[src/rtl/ps2input_rx.sv]
// ps2input_rx
// Inbound AXI-Stream path from the PS DMA to the systolic conv engine.
// Beats are byte-masked by tkeep, buffered in a small FIFO, and re-framed by a
// configured beat count. The downstream tlast is regenerated from that count.
// DMA tlast markers that disagree with the count are flagged in sticky bits.
//
// Ports:
//   clk, rst_n                 clock, asynchronous active-low reset
//   cfg_frame_len              beats per frame, sampled on beat 0 of each frame
//   err_clr                    clears the sticky error flags
//   s_axis_ps2input_*          slave stream from the DMA (tdata/tkeep/tlast/tvalid/tready)
//   m_axis_ps2input_*          master stream to the engine (tdata/tlast/tvalid/tready)
//   frame_done                 one-cycle pulse after each frame's last beat is accepted
//   err_early_last             sticky: DMA tlast arrived before the expected last beat
//   err_late_last              sticky: expected last beat arrived without DMA tlast
module ps2input_rx #(
  parameter int DATA_W     = 128,
  parameter int KEEP_W     = 16,
  parameter int LEN_W      = 16,
  parameter int FIFO_DEPTH = 4
) (
  input  logic              clk,
  input  logic              rst_n,
  input  logic [LEN_W-1:0]  cfg_frame_len,
  input  logic              err_clr,
  input  logic [DATA_W-1:0] s_axis_ps2input_tdata,
  input  logic [KEEP_W-1:0] s_axis_ps2input_tkeep,
  input  logic              s_axis_ps2input_tlast,
  input  logic              s_axis_ps2input_tvalid,
  output logic              s_axis_ps2input_tready,
  output logic [DATA_W-1:0] m_axis_ps2input_tdata,
  output logic              m_axis_ps2input_tlast,
  output logic              m_axis_ps2input_tvalid,
  input  logic              m_axis_ps2input_tready,
  output logic              frame_done,
  output logic              err_early_last,
  output logic              err_late_last
);

  localparam int AW = $clog2(FIFO_DEPTH);
  localparam int CW = AW + 1;
  localparam logic [CW-1:0] DEPTH_C = CW'(FIFO_DEPTH);

  // ---------------------------------------------------------------------------
  // Storage and pointers
  // ---------------------------------------------------------------------------
  logic [DATA_W-1:0]     r_mem_data [FIFO_DEPTH];
  logic [FIFO_DEPTH-1:0] r_mem_last;
  logic [AW-1:0]         r_wr_ptr;
  logic [AW-1:0]         r_rd_ptr;
  logic [CW-1:0]         r_count;
  logic                  r_ready_en;

  logic [LEN_W-1:0]      r_beat_cnt;
  logic [LEN_W-1:0]      r_len_q;
  logic                  r_frame_done;
  logic                  r_err_early;
  logic                  r_err_late;

  logic                  w_full;
  logic                  w_accept;
  logic                  w_pop;
  logic [DATA_W-1:0]     w_masked;
  logic [LEN_W-1:0]      w_eff_len_raw;
  logic [LEN_W-1:0]      w_eff_len;
  logic [LEN_W-1:0]      w_last_idx;
  logic                  w_at_last_idx;
  logic                  w_last_beat;
  logic                  w_set_early;
  logic                  w_set_late;

  // Ready depends only on registered state: a pop in the same cycle does not
  // free a slot for the incoming beat, so there is no tready->tready path.
  assign w_full                 = (r_count == DEPTH_C);
  assign s_axis_ps2input_tready = r_ready_en & ~w_full;
  assign w_accept               = s_axis_ps2input_tvalid & s_axis_ps2input_tready;
  assign m_axis_ps2input_tvalid = (r_count != '0);
  assign w_pop                  = m_axis_ps2input_tvalid & m_axis_ps2input_tready;

  // Head entry drives the outputs directly; it cannot change while stalled
  // because the read pointer only moves on pop and a full FIFO blocks writes.
  assign m_axis_ps2input_tdata  = r_mem_data[r_rd_ptr];
  assign m_axis_ps2input_tlast  = r_mem_last[r_rd_ptr];

  // Zero the bytes that the DMA did not mark as kept.
  generate
    for (genvar gi = 0; gi < KEEP_W; gi++) begin : g_keep
      assign w_masked[8*gi +: 8] = s_axis_ps2input_tkeep[gi] ? s_axis_ps2input_tdata[8*gi +: 8]
                                                             : 8'h00;
    end
  endgenerate

  // ---------------------------------------------------------------------------
  // Framing
  // ---------------------------------------------------------------------------
  // Beat 0 takes the live configuration; later beats use the latched copy so a
  // config change mid-frame does not disturb the frame in flight.
  assign w_eff_len_raw = (r_beat_cnt == '0) ? cfg_frame_len : r_len_q;
  assign w_eff_len     = (w_eff_len_raw == '0) ? LEN_W'(1) : w_eff_len_raw;
  assign w_last_idx    = w_eff_len - LEN_W'(1);
  assign w_at_last_idx = (r_beat_cnt == w_last_idx);
  assign w_last_beat   = w_accept & (w_at_last_idx | s_axis_ps2input_tlast);
  assign w_set_early   = w_accept & s_axis_ps2input_tlast & (r_beat_cnt < w_last_idx);
  assign w_set_late    = w_accept & w_at_last_idx & ~s_axis_ps2input_tlast;

  // ---------------------------------------------------------------------------
  // FIFO entries: one register slice per slot, written when the write pointer
  // points at it.
  // ---------------------------------------------------------------------------
  generate
    for (genvar gi = 0; gi < FIFO_DEPTH; gi++) begin : g_entry
      always_ff @(posedge clk or negedge rst_n) begin
        if (!rst_n) begin
          r_mem_data[gi] <= '0;
          r_mem_last[gi] <= 1'b0;
        end else if (w_accept && (r_wr_ptr == AW'(gi))) begin
          r_mem_data[gi] <= w_masked;
          r_mem_last[gi] <= w_last_beat;
        end
      end
    end
  endgenerate

  // Pointers, occupancy and the post-reset ready enable.
  always_ff @(posedge clk or negedge rst_n) begin
    if (!rst_n) begin
      r_wr_ptr   <= '0;
      r_rd_ptr   <= '0;
      r_count    <= '0;
      r_ready_en <= 1'b0;
    end else begin
      r_ready_en <= 1'b1;
      if (w_accept) r_wr_ptr <= r_wr_ptr + AW'(1);
      if (w_pop)    r_rd_ptr <= r_rd_ptr + AW'(1);
      case ({w_accept, w_pop})
        2'b10:   r_count <= r_count + CW'(1);
        2'b01:   r_count <= r_count - CW'(1);
        default: r_count <= r_count;
      endcase
    end
  end

  // Beat counter, latched length and frame-done pulse.
  always_ff @(posedge clk or negedge rst_n) begin
    if (!rst_n) begin
      r_beat_cnt   <= '0;
      r_len_q      <= '0;
      r_frame_done <= 1'b0;
    end else begin
      r_frame_done <= w_last_beat;
      if (w_accept && (r_beat_cnt == '0)) r_len_q <= w_eff_len;
      if (w_last_beat)   r_beat_cnt <= '0;
      else if (w_accept) r_beat_cnt <= r_beat_cnt + LEN_W'(1);
    end
  end

  // Sticky error flags; a new error wins over a simultaneous clear.
  always_ff @(posedge clk or negedge rst_n) begin
    if (!rst_n) begin
      r_err_early <= 1'b0;
      r_err_late  <= 1'b0;
    end else begin
      if (w_set_early)  r_err_early <= 1'b1;
      else if (err_clr) r_err_early <= 1'b0;
      if (w_set_late)   r_err_late  <= 1'b1;
      else if (err_clr) r_err_late  <= 1'b0;
    end
  end

  assign frame_done     = r_frame_done;
  assign err_early_last = r_err_early;
  assign err_late_last  = r_err_late;

endmodule

[config.mk]
export PLATFORM = sky130hd
export DESIGN_NAME = ps2input_rx
export DESIGN_NICKNAME = d
export VERILOG_FILES = /design/src/rtl/ps2input_rx.sv
export SDC_FILE = /design/constraint.sdc
export NUM_CORES = 1
export LEC_CHECK = 0
export BUFFER_PORTS_ARGS = -buffer_cell sky130_fd_sc_hd__buf_2
export CAP_MARGIN = 20
export CORE_AREA = 2 2 238 182
export DETAILED_ROUTE_END_ITERATION = 16
export DIE_AREA = 0 0 240 184
export PLACE_DENSITY = 0.81
export SLEW_MARGIN = 30
export SYNTH_ARGS = -nofsm -noshare
export SYNTH_HDL_FRONTEND = slang
export SYNTH_SLANG_ARGS = --single-unit
[constraint.sdc]
create_clock -name clk -period 10.9 [get_ports clk]
set_input_delay 1.09 -clock clk [delete_from_list [all_inputs] [get_ports clk]]
set_output_delay 1.09 -clock clk [all_outputs]
set_load 0.01 [all_outputs]
# Word-level counts from Yosys, hierarchy flattened
# Index checks and enable logic that the tools add are counted.
totals:
  regBits: 559
  elab_cells: 87
classes:
  add_sub_neg: 6
  order_cmp: 3
  n_eq_ne: 7
  n_mux: 29
  n_bitwise: 12
  reduce_logical: 13
op_table:
  columns: ["op", "n"]
  rows:
  - ["binary-select mux 128 bit (select 2 bit)", 1]
  - ["2-to-1 mux 128 bit", 2]
  - ["2-to-1 mux 8 bit", 16]
  - ["2-to-1 mux 16 bit", 4]
  - ["logical NOT 16 bit", 2]
  - ["adder 16 x 1 -> 16 bit (second input constant)", 1]
  - ["== test 16 bit", 1]
  - ["< comparator 16 bit", 1]
  - ["subtractor 16 x 1 -> 16 bit (second input constant)", 1]
  - ["AND 1 bit", 8]
  - ["nonzero test 2 bit", 4]
  - ["== test 2 bit (second input constant)", 3]
  - ["case mux 3 bit (2 select lines)", 1]
  - ["logical AND 1 bit", 5]
  - ["adder 2 x 1 -> 2 bit (second input constant)", 2]
  - ["== test 2 x 1 -> 1 bit (second input constant)", 2]
  - ["2-to-1 mux 1 bit", 4]
  - ["adder 3 x 1 -> 3 bit (second input constant)", 1]
  - ["== test 3 bit (second input constant)", 1]
  - [">= comparator 3 bit (second input constant)", 1]
  - ["< comparator 2 x 3 -> 1 bit (second input constant)", 1]
  - ["inverter 2 -> 3 bit", 1]
  - ["nonzero test 3 bit", 1]
  - ["subtractor 3 x 1 -> 3 bit (second input constant)", 1]
  - ["4 further kinds", 5]

# Longest topological paths before layout
depth:
  ltp_word: 9
  depth_mapped: 22
  depth_no_buf: 18

# Least setup slack after synthesis
# Ideal clock, no wire load.
synth_timing:
  path_type: "input -> register"
  from: "in cfg_frame_len[2]"
  to: "reg r_beat_cnt[10]"
  setup_time_ns: 0.132
  t_arrival_ns: 4.223
  t_required_ns: 10.768
  slack_ns: 6.545
  stages: 18
  path_buffers: 2
  path_cell_list: "nor4_2 nand2_1 mux2_2 nor2b_1 nor2_1 ha_1 clkbuf_1 nand4_1 xor2_1 nand2_1 o311ai_0 ha_1 nand4_1 nor4_1 o21ai_2 inv_1 clkbuf_1 nor2_1"
synth_via:
  elab_chain_len: 8
  word_cells_on_any_way: 9
  cone_classes: "add/sub: 1; eq/ne: 1; mux: 3; bitwise: 2; reduce/logical: 2"
synth_lines:
  columns: ["element", "line_no", "source"]
  rows:
  - ["start: declaration", "24", "input logic [LEN_W-1:0] cfg_frame_len,"]
  - ["2-to-1 mux 16 bit (*)", "98", "assign w_eff_len_raw = (r_beat_cnt == '0) ? cfg_frame_len : r_len_q;"]
  - ["logical NOT 16 bit", "99", "assign w_eff_len = (w_eff_len_raw == '0) ? LEN_W'(1) : w_eff_len_raw;"]
  - ["2-to-1 mux 16 bit (*)", "99", null]
  - ["subtractor 16 x 1 -> 16 bit (*)", "100", "assign w_last_idx = w_eff_len - LEN_W'(1);"]
  - ["== test 16 bit (*)", "101", "assign w_at_last_idx = (r_beat_cnt == w_last_idx);"]
  - ["bitwise OR 1 bit (*)", "102", "assign w_last_beat = w_accept & (w_at_last_idx | s_axis_ps2input_tlast);"]
  - ["AND 1 bit (*)", "102", null]
  - ["named net w_last_beat", "68", "logic w_last_beat;"]
  - ["2-to-1 mux 16 bit or nonzero test 2 bit (tied branches)", null, null]
  - ["end signal: assignment", "153", "else if (w_accept) r_beat_cnt <= r_beat_cnt + LEN_W'(1);"]
  - ["end: declaration", "54", "logic [LEN_W-1:0] r_beat_cnt;"]
# The timed path passes the listed nets; every way through them passes the cells marked *.
# A chain may end at the register's enable or synchronous reset.

# Worst setup path after layout
layout_timing:
  from: "reg r_beat_cnt[0]"
  to: "reg r_beat_cnt[1]"
layout_via:
  elab_chain_len: 9
  word_cells_on_any_way: 12
  cone_classes: "add/sub: 2; eq/ne: 1; mux: 4; bitwise: 2; reduce/logical: 3"
layout_lines:
  columns: ["element", "line_no"]
  rows:
  - ["logical NOT 16 bit", "98"]
  - ["2-to-1 mux 16 bit", "98"]
  - ["logical NOT 16 bit", "99"]
  - ["2-to-1 mux 16 bit", "99"]
  - ["subtractor 16 x 1 -> 16 bit", "100"]
  - ["== test 16 bit", "101"]
  - ["bitwise OR 1 bit", "102"]
  - ["AND 1 bit", "102"]
  - ["2-to-1 mux 16 bit or nonzero test 2 bit (tied branches)", null]
# Several ways; a longest one is shown, not always the timed one. The select of a mux whose other input is x is not followed.

==> metrics.cfg <==
[clock_network]
cts-root-buf = clkbuf_16
post_cts_buffers = 0
clk_latency_ns = 0.57
cts_buffer_depth = 3
numCtsBuffers = 52
cts_tree = built
htreeDepth = 2
clk_pin_slew_ns = 0.06
clkSinkCount = 559
hold_buffers = 0
cts-resized-gates = 0

[critical_path]
critical_path_required_ns = 11.33
arrival_ns = 5.42
end_kind = flop
r2r-end = r_beat_cnt[1]$_DFFE_PN0P_
rr_startpoint = r_beat_cnt[0]$_DFFE_PN0P_
r2r_cells = 17
crit_path_max_fanout = 16
r2r_slack_ns = 5.91
worstSetupPathType = flop to flop
cp-start-kind = flop

[floorplan]
die_area_um2 = 44200
coreArea_um2 = 41600
row_count = 65
dieHeight_um = 184
start_util_pct = 59.7
boundaryPins = 300
die_w_um = 240

[grt]
grt_pass1_wl_um = 95100
grt_util_met3_pct = 5.12
grt_overflow = 0
top_usage_layer = met2
grt_use_met1_pct = 35.6
met2_usage_pct = 45.2
track_usage_pct = 27.0
antenna_found_initial = 9
grt_max_degree = 188
grt_pass1_vias = 18500

[hold_path]
min-delay-start = r_mem_data[90]$_DFFE_PN0P_
min_to = r_mem_data[90]$_DFFE_PN0P_
holdPathStages = 2
hold_class = flop to flop

[yosys]
synth.distinct_cells = 61
yosysWarnings = 0
synth_area_leaders = dfrtp_1, mux4_2, nand2_1
synth_nets = 2483
netlist.area_leader.share_pct = 56.3
syn-instance-count = 2292
syn-cell-area_um2 = 24800
postSynthAreaPerCell_um2 = 10.8
ys_ff_latch = 559
synthFlopType = dfrtp_1
synth_edf_count = 0
synthArstFlopShare_pct = 100
synth_top_area_cell = dfrtp_1
ys_seq_area_share_pct = 56.3

[sta]
fin_crit_sh_pct = 45.8
tns_ns = 0
relSlewSlack_pct = 38.8
fin_skew_ns = 0.0232
rsz0062_at_grt = no
slew_violations = 0
worst_pin_slew_ns = 0.919
period_needed_ns = 4.99
setup_viol = 0
timing.final.hold_violations = 0
fmax_mhz = 200

[finish]
fin_nets = 2689
final_cell_mix = nand2_1, dfrtp_1, o21ai_0, buf_2, o21ai_1
regArea_um2 = 14000
final_layout_size_suffix_gt1_share_pct = 21.9
instances_no_fill = 3118
n_fill_cell = 3069
area_growth_pct = 13.3
final_common_cell = nand2_1
multi_input_area_um2 = 9890

[routing]
remaining_drc_errors = 0
initialDrtViolationCount = 1357
finalWirelength_um = 58400
first_pass_iters = 5
routedWlPerCell_um = 18.7
vias = 18200
ant_nets = 0
via_per_inst = 5.85

[job]
drv_cap = 0

[place]
dpl.hpwl_um = 36600
numPortBuffers = 299
globalplace.congestion = 0.857
dpl.cell_count = 3011

[run_status]
status = finished, final reports clean

[power_and_ir_drop]
power_leakage_uw = 0.0131
pwr_density_cell_nw_per_um2 = 301
vdd.ir_drop.worst_v = 0.000176

-- worst max-delay path by stage --
stage / start / end / slack [ns]
2_1_floorplan: cfg_frame_len[2] / r_beat_cnt[10]$_DFFE_PN0P_ / 6.55
3_3_place_gp: cfg_frame_len[2] / r_beat_cnt[1]$_DFFE_PN0P_ / 5.95
3_5_place_dp: cfg_frame_len[2] / r_beat_cnt[1]$_DFFE_PN0P_ / 5.88
4_1_cts: r_beat_cnt[0]$_DFFE_PN0P_ / r_beat_cnt[1]$_DFFE_PN0P_ / 5.93
5_1_grt: r_beat_cnt[0]$_DFFE_PN0P_ / r_beat_cnt[1]$_DFFE_PN0P_ / 5.51
6_report: r_beat_cnt[0]$_DFFE_PN0P_ / r_beat_cnt[1]$_DFFE_PN0P_ / 5.91
-- cell usage after synthesis, types with 3 or more instances --
| library cell | count |
|---|---|
| buf_4 | 7 |
| nand2_1 | 672 |
| and4_1 | 5 |
| mux4_2 | 129 |
| mux2i_1 | 15 |
| nand4_1 | 13 |
| nor2b_1 | 3 |
| o22ai_1 | 3 |
| a21o_1 | 4 |
| xor2_1 | 14 |
| clkbuf_1 | 33 |
| buf_2 | 78 |
| nor2_1 | 26 |
| buf_6 | 25 |
| o21ai_1 | 227 |
| or3_1 | 10 |
| nor4_1 | 6 |
| nand3_1 | 10 |
| mux2_1 | 3 |
| inv_1 | 12 |
| buf_1 | 22 |
| mux2_2 | 13 |
| ha_1 | 24 |
| dfrtp_1 | 559 |
| xnor2_1 | 14 |
| o21ai_0 | 302 |
| a21oi_1 | 9 |
| nor3_1 | 13 |
-- per-layer routing --
metal  vias up  routed length [um]  part of all wire (%)
li1       8357                   -                     -
met2       615               28900                    49
met3       112                3850                   6.6
met4         0                1950                   3.3
met5         -                   0                     0
met1      9160               23700                    41
-- power by group --
part	internal (uW)	switching, uW	total (uW)
clock network	1030	763	1800
registers	3010	573	3580
logic	1440	1660	3090
total	5480	2990	8470
-- layout make-up --
type / count / share of cell area, %
sequential: 559 / 49.7
multi-input combinational: 1553 / 35.2
timing repair buffer: 319 / 6.30
clock buffer: 81 / 5.58
tap: 569 / 2.53
clock inverter: 13 / 0.431
inverter: 13 / 0.178
antenna: 11 / 0.0978
-- cell families (layout without fill, tap and decap cells) --
kind of cell             count (synthesis)  in the layout  synth area share, %
buffers and inverters                  180            426                 4.03
XOR/XNOR                                28             28                0.987
flip-flops                             559            559                 56.3
adder cells (fa/ha/maj)                 25             25                 1.29
AND/OR/NAND/NOR                        777            777                 12.7
AO/OA/AOI/OAI                          562            562                 11.6
other                                    1             12               0.0151
multiplexers                           160            160                 13.0
-- per-stage QoR --
stage,setup slack (ns),util (%),total power [uW],instance area (um2),hold WS (ns)
2_1_floorplan,6.55,-,5610,24800,0.445
3_3_place_gp,5.95,63.2,6460,26300,0.456
3_5_place_dp,5.88,63.3,6680,26400,0.465
4_1_cts,5.93,67.4,8520,28100,0.479
5_1_grt,5.51,67.6,9040,28100,0.496
6_report,5.91,67.6,8470,28100,0.476
-- registers in the layout, indices dropped and copies added, names as in the netlist --
| name | flops |
|---|---|
| r_len_q | 16 |
| r_count | 3 |
| r_mem_last | 4 |
| r_wr_ptr | 2 |
| err_early_last | 1 |
| r_rd_ptr | 2 |
| r_beat_cnt | 16 |
| r_mem_data | 512 |
| r_ready_en | 1 |
| frame_done | 1 |
| err_late_last | 1 |
-- worst max-delay path, stage by stage, from the launching register on --
cell and delay (ns):
dfrtp_1 0.42, inv_1 0.12, ha_1 0.16, nor4b_2 0.23, nand4_1 0.65, mux2_2 0.45
nor2b_1 0.06, nor2_1 0.18, ha_1 0.40, nor4b_1 0.34, xor2_1 0.17, a21oi_1 0.10
ha_1 0.35, nand4_1 0.11, nor4_1 0.38, o21ai_2 0.16, inv_1 0.40, o22ai_1 0.15
No activity file was read; power rests on OpenSTA's default activity.
